==> src/rtl/vcve2_mem_arbiter_pkg.sv <==
// vcve2_mem_arbiter_pkg: shared types for the instr/data memory arbiter.
package vcve2_mem_arbiter_pkg;
   typedef enum logic {ArbSrcInstr = 1'b0, ArbSrcData = 1'b1} arb_src_e;
   typedef enum logic [1:0] {ArbIdle, ArbLockI, ArbLockD} arb_state_e;
endpackage

==> src/rtl/vcve2_arb_id_fifo.sv <==
// vcve2_arb_id_fifo: in-order FIFO of transaction source ids.
module vcve2_arb_id_fifo #(
   parameter int unsigned Depth = 2,
   parameter int unsigned Width = 1,
   parameter int unsigned CW    = $clog2(Depth + 1)
) (
   input  logic             clk_i,
   input  logic             rst_ni,
   input  logic             push_i,
   input  logic [Width-1:0] data_i,
   input  logic             pop_i,
   output logic [Width-1:0] head_o,
   output logic [CW-1:0]    count_o,
   output logic             full_o,
   output logic             empty_o
);
   localparam int unsigned PW = Depth > 1 ? $clog2(Depth) : 1;
   logic [Width-1:0] mem_q [Depth];
   logic [PW-1:0]    wptr_q, rptr_q;
   logic [CW-1:0]    count_q;
   logic             do_push, do_pop;
   function automatic logic [PW-1:0] nxt(input logic [PW-1:0] p);
      return (p == PW'(Depth - 1)) ? '0 : p + PW'(1);
   endfunction
   // a pop frees the slot a same-cycle push needs when full
   assign do_pop  = pop_i & !empty_o;
   assign do_push = push_i & (!full_o | do_pop);
   assign head_o  = mem_q[rptr_q];
   assign count_o = count_q;
   assign full_o  = count_q == CW'(Depth);
   assign empty_o = count_q == '0;
   always_ff @(posedge clk_i or negedge rst_ni) begin
      if (!rst_ni) begin
         mem_q   <= '{default: '0};
         wptr_q  <= '0;
         rptr_q  <= '0;
         count_q <= '0;
      end else begin
         if (do_push) begin
            mem_q[wptr_q] <= data_i;
            wptr_q        <= nxt(wptr_q);
         end
         if (do_pop) rptr_q <= nxt(rptr_q);
         count_q <= count_q + CW'(do_push) - CW'(do_pop);
      end
   end
endmodule

==> src/rtl/vcve2_mem_arbiter.sv <==
// vcve2_mem_arbiter: merges instr fetch and LSU ports onto one memory bus,
// routing responses back in issue order.
module vcve2_mem_arbiter
   import vcve2_mem_arbiter_pkg::*;
#(
   parameter int unsigned MaxOutstanding = 2,
   parameter int unsigned StarveLimit    = 4
) (
   input  logic        clk_i,
   input  logic        rst_ni,
   input  logic        instr_req_i,
   input  logic [31:0] instr_addr_i,
   output logic        instr_gnt_o,
   output logic        instr_rvalid_o,
   output logic [31:0] instr_rdata_o,
   output logic        instr_err_o,
   input  logic        data_req_i,
   input  logic        data_we_i,
   input  logic [3:0]  data_be_i,
   input  logic [31:0] data_addr_i,
   input  logic [31:0] data_wdata_i,
   output logic        data_gnt_o,
   output logic        data_rvalid_o,
   output logic [31:0] data_rdata_o,
   output logic        data_err_o,
   output logic        mem_req_o,
   output logic        mem_we_o,
   output logic [3:0]  mem_be_o,
   output logic [31:0] mem_addr_o,
   output logic [31:0] mem_wdata_o,
   input  logic        mem_gnt_i,
   input  logic        mem_rvalid_i,
   input  logic [31:0] mem_rdata_i,
   input  logic        mem_err_i,
   output logic        busy_o
);
   localparam int unsigned CW = $clog2(MaxOutstanding + 1);
   localparam int unsigned SW = $clog2(StarveLimit + 1);
   arb_state_e    state_q, state_d;
   logic [SW-1:0] starve_q, starve_d;
   logic [CW-1:0] count;
   logic [0:0]    head;
   logic          full, empty, pop, sel_instr, gnt;
   // a locked owner keeps the bus until granted so the payload stays stable
   assign sel_instr = (state_q == ArbLockI) |
                      ((state_q == ArbIdle) & instr_req_i &
                       ((starve_q == SW'(StarveLimit)) | !data_req_i));
   assign pop       = mem_rvalid_i & !empty;
   assign mem_req_o = (sel_instr ? instr_req_i : data_req_i) & (!full | pop);
   assign gnt       = mem_req_o & mem_gnt_i;
   assign mem_we_o    = mem_req_o & !sel_instr & data_we_i;
   assign mem_be_o    = !mem_req_o ? '0 : sel_instr ? 4'hF : data_be_i;
   assign mem_addr_o  = !mem_req_o ? '0 : sel_instr ? instr_addr_i : data_addr_i;
   assign mem_wdata_o = (mem_req_o & !sel_instr) ? data_wdata_i : '0;
   assign instr_gnt_o = gnt & sel_instr;
   assign data_gnt_o  = gnt & !sel_instr;
   assign instr_rvalid_o = pop & (head == ArbSrcInstr);
   assign data_rvalid_o  = pop & (head == ArbSrcData);
   assign instr_rdata_o  = mem_rdata_i;
   assign data_rdata_o   = mem_rdata_i;
   assign instr_err_o    = mem_err_i;
   assign data_err_o     = mem_err_i;
   assign busy_o = instr_req_i | data_req_i | (count != '0);
   assign state_d  = (mem_req_o & !mem_gnt_i) ? (sel_instr ? ArbLockI : ArbLockD) : ArbIdle;
   assign starve_d = (!instr_req_i | instr_gnt_o) ? '0 :
                     (data_gnt_o & (starve_q != SW'(StarveLimit))) ? starve_q + SW'(1) : starve_q;
   always_ff @(posedge clk_i or negedge rst_ni) begin
      if (!rst_ni) begin
         state_q  <= ArbIdle;
         starve_q <= '0;
      end else begin
         state_q  <= state_d;
         starve_q <= starve_d;
      end
   end
   vcve2_arb_id_fifo #(.Depth(MaxOutstanding), .Width(1), .CW(CW)) u_id_fifo (
      .clk_i   (clk_i),
      .rst_ni  (rst_ni),
      .push_i  (gnt),
      .data_i  (sel_instr ? ArbSrcInstr : ArbSrcData),
      .pop_i   (mem_rvalid_i),
      .head_o  (head),
      .count_o (count),
      .full_o  (full),
      .empty_o (empty)
   );
   a_known: assert property (@(posedge clk_i) disable iff (!rst_ni)
      !$isunknown({instr_gnt_o, instr_rvalid_o, instr_rdata_o, instr_err_o, data_gnt_o,
                   data_rvalid_o, data_rdata_o, data_err_o, mem_req_o, mem_we_o, mem_be_o,
                   mem_addr_o, mem_wdata_o, busy_o}));
   a_stable: assert property (@(posedge clk_i) disable iff (!rst_ni)
      (mem_req_o & !mem_gnt_i) |=>
      (mem_req_o & $stable({mem_we_o, mem_be_o, mem_addr_o, mem_wdata_o})));
   a_one_gnt: assert property (@(posedge clk_i) disable iff (!rst_ni) !(instr_gnt_o & data_gnt_o));
   a_no_stray: assert property (@(posedge clk_i) disable iff (!rst_ni) mem_rvalid_i |-> !empty);
   a_count: assert property (@(posedge clk_i) disable iff (!rst_ni) count <= CW'(MaxOutstanding));
endmodule

==> config.mk <==
export PLATFORM = sky130hd
export DESIGN_NAME = vcve2_mem_arbiter
export DESIGN_NICKNAME = d
export VERILOG_FILES = /design/src/rtl/vcve2_mem_arbiter_pkg.sv /design/src/rtl/vcve2_arb_id_fifo.sv /design/src/rtl/vcve2_mem_arbiter.sv
export SDC_FILE = /design/constraint.sdc
export NUM_CORES = 1
export LEC_CHECK = 0
export CAP_MARGIN = 10
export CORE_AREA = 2 2 109 111
export CTS_CLUSTER_SIZE = 16
export DETAILED_ROUTE_END_ITERATION = 10
export DIE_AREA = 0 0 111 113
export GPL_TIMING_DRIVEN = 0
export PLACE_DENSITY = 0.59
export SYNTH_ARGS = -nofsm -noshare
export SYNTH_HDL_FRONTEND = slang
export SYNTH_SLANG_ARGS = --single-unit
==> constraint.sdc <==
create_clock -name clk_i -period 4.25 [get_ports clk_i]
set_input_delay 0.85 -clock clk_i [delete_from_list [all_inputs] [get_ports clk_i]]
set_output_delay 0.85 -clock clk_i [all_outputs]
set_load 0.01 [all_outputs]
==> results_dict.tcl <==
set metrics [dict create \
    clk_pin_slew_ps 40 \
    irDropWorstVdd_v 0.0001891 \
    layout_commonest_cell "clkdlybuf4s50_1" \
    die_area_mm2 0.01254 \
    cts_setup_buffers 0 \
    dp_hpwl_um 7479 \
    power.leakage_nw 1.971 \
    htreeDepth 1 \
    ys_seq_elements 11 \
    clock_latency_ps 240 \
    outcome "finished clean" \
    ys_types 40 \
    drv_cap 0 \
    portBuffers 247 \
    grt_pass1_vias 2731 \
    ant_nets 0 \
    synth_edf_count 0 \
    fin_worst_skew_ps 3.346 \
    drive_gt1_share_pct 20.68 \
    die_x_um 111 \
    ys_async_sr_fraction_pct 100.0 \
    ios 281 \
    final_cell_mix "clkdlybuf4s50_1 (247), buf_4 (68), nand2_1 (65)" \
    ctsResizeCount 0 \
    drt-initial-drc-count 105 \
    antenna_cells 0 \
    grt_max_degree 12 \
    cts_inserted_buffers 3 \
    min_from "u_id_fifo.wptr_q" \
    setup_viol 0 \
    cts-hold-fix-buffers 0 \
    path_class "in2out" \
    syn_area_per_cell_um2 7.089 \
    maxClockFrequency_mhz 253.2 \
    vias 2649 \
    hp-class "reg2reg" \
    die_height_um 113 \
    place_congestion 0.8489 \
    antenna_found_initial 0 \
    critPathMaxFanout 10 \
    grt.overflow.total 0 \
    drt_pass1_iterations 4 \
    rows 39 \
    min_period_ps 3950 \
    netlist_instances 281 \
    max-slew-margin-rel_pct 65.08 \
    wl_um 8691 \
    fillCellCount 1120 \
    p_per_area_mw_per_mm2 263.1 \
    start_util_pct 17.67 \
    hold_viol 0 \
    routed_via_density 3.924 \
    cts_root_buf "clkbuf_16" \
    cts_sinks 11 \
    drc_errors 0 \
    synth_area_mm2 0.001992 \
    track_usage_pct 13.00 \
    wire_per_inst_um 12.88 \
    worstMarginPinSlew_ps 522.1 \
    crit_path_start "data_req_i" \
    reg2reg_slack_ps 2420 \
    place_area_mm2 0.004643 \
    end_kind "output port" \
    start_kind "input pin" \
    yosys_warnings 0 \
    fin_area_mm2 0.004722 \
    synth_flop_cell "dfrtp_1" \
    crit_arrival_ps 3100 \
    nets 676 \
    synth_nets 424 \
    rsz0062_at_grt "false" \
    grt_pass1_wl_um 13680 \
    tns_ps 0 \
    slew_violations 0 \
    seq_area_um2 275.3 \
    reg2reg_from "u_id_fifo.count_o[0]" \
    cts_tree "built" \
    fin_crit_sh_pct 92.93 \
    area_growth_pct 137.1 \
    multi_input_area_mm2 0.001107 \
    ys_seq_area_share_pct 13.82 \
    cts_buffer_depth 2 \
    critPathRequiredTime_ps 3400 \
    core_mm2 0.01127 \
]
worst max-delay path: stages:
cell	delay (ps)
clkdlybuf4s50_1	610
a21boi_2	340
o21a_2	280
buf_4	210
nand2_1	90
a21oi_1	160
clkdlybuf4s50_1	560
sequential cells by signal, summed over array words and instances, names as in the netlist:
name / flops
u_id_fifo.wptr_q: 1
starve_q: 3
u_id_fifo.rptr_q: 1
state_q: 2
u_id_fifo.count_o: 2
u_id_fifo.mem_q: 2
Yosys cell counts, drive strengths merged, types with 2 or more instances:
cell	instances	area (um2)
buf	75	564.3
ha	3	37.54
o31ai	2	20.02
a21oi	32	235.2
nor2	12	45.04
nand2	65	244.0
xnor2	5	43.79
nand4	2	12.51
and2	36	225.2
a21boi	2	30.03
dfrtp	11	275.3
mux2i	3	30.03
inv	7	26.28
and3	2	12.51
clkbuf	4	18.77
nand2b	3	28.78
o21ai	2	21.27
nor4	2	12.51
per-stage QoR:
stage	power [mW]	hold slack [ps]	worst slack (ps)	instances	util (%)
2_1_floorplan	0.5991	463.9	1653	281	-
3_3_place_gp	1.071	479.8	281.1	671	41.19
3_5_place_dp	1.074	488.2	248.7	671	41.19
4_1_cts	1.261	495.7	246.9	675	41.89
5_1_grt	1.330	510.6	125.6	675	41.89
6_report	1.242	498.9	300.4	675	41.89
routing by layer:
metal  track usage (%)  part of all wire (%)
met4             2.167                  0.49
met1             14.59                    40
met5                 0                     0
met2             25.28                    52
met3             3.053                   8.3
layout make-up:
type	instances	area share, %
buffer	79	12.35
sequential	11	5.829
multi-input combinational	184	23.45
tap	143	3.789
clock buffer	4	1.669
inverter	7	0.5564
timing repair buffer	247	52.36
kinds of logic after synthesis:
| group | Yosys count | synth area share [%] |
|---|---|---|
| AND/OR/NAND/NOR | 128 | 31.47 |
| buffers and inverters | 86 | 30.59 |
| AO/OA/AOI/OAI | 43 | 17.53 |
| flip-flops | 11 | 13.82 |
| XOR/XNOR | 6 | 2.638 |
| multiplexers | 4 | 2.073 |
| adder cells (fa/ha/maj) | 3 | 1.885 |
power breakdown:
group | internal, mW | total, mW | leakage, nW | switching [mW]
registers | 0.139 | 0.169 | 0.137 | 0.0300
clock network | 0.126 | 0.176 | 0.0382 | 0.0493
logic | 0.533 | 0.897 | 1.80 | 0.365
total | 0.798 | 1.24 | 1.97 | 0.444
final timing paths:
path / endpoint / depth (start not counted)
max in group asynchronous: u_id_fifo.mem_q[0] / 1
setup / recovery: mem_addr_o[3] / 7
hold reg to reg: u_id_fifo.wptr_q / 1
hold / removal: u_id_fifo.wptr_q / 1
min in group asynchronous: starve_q[1] / 1
setup reg to reg: u_id_fifo.count_o[1] / 5
Power figures use the tool's default switching activity.
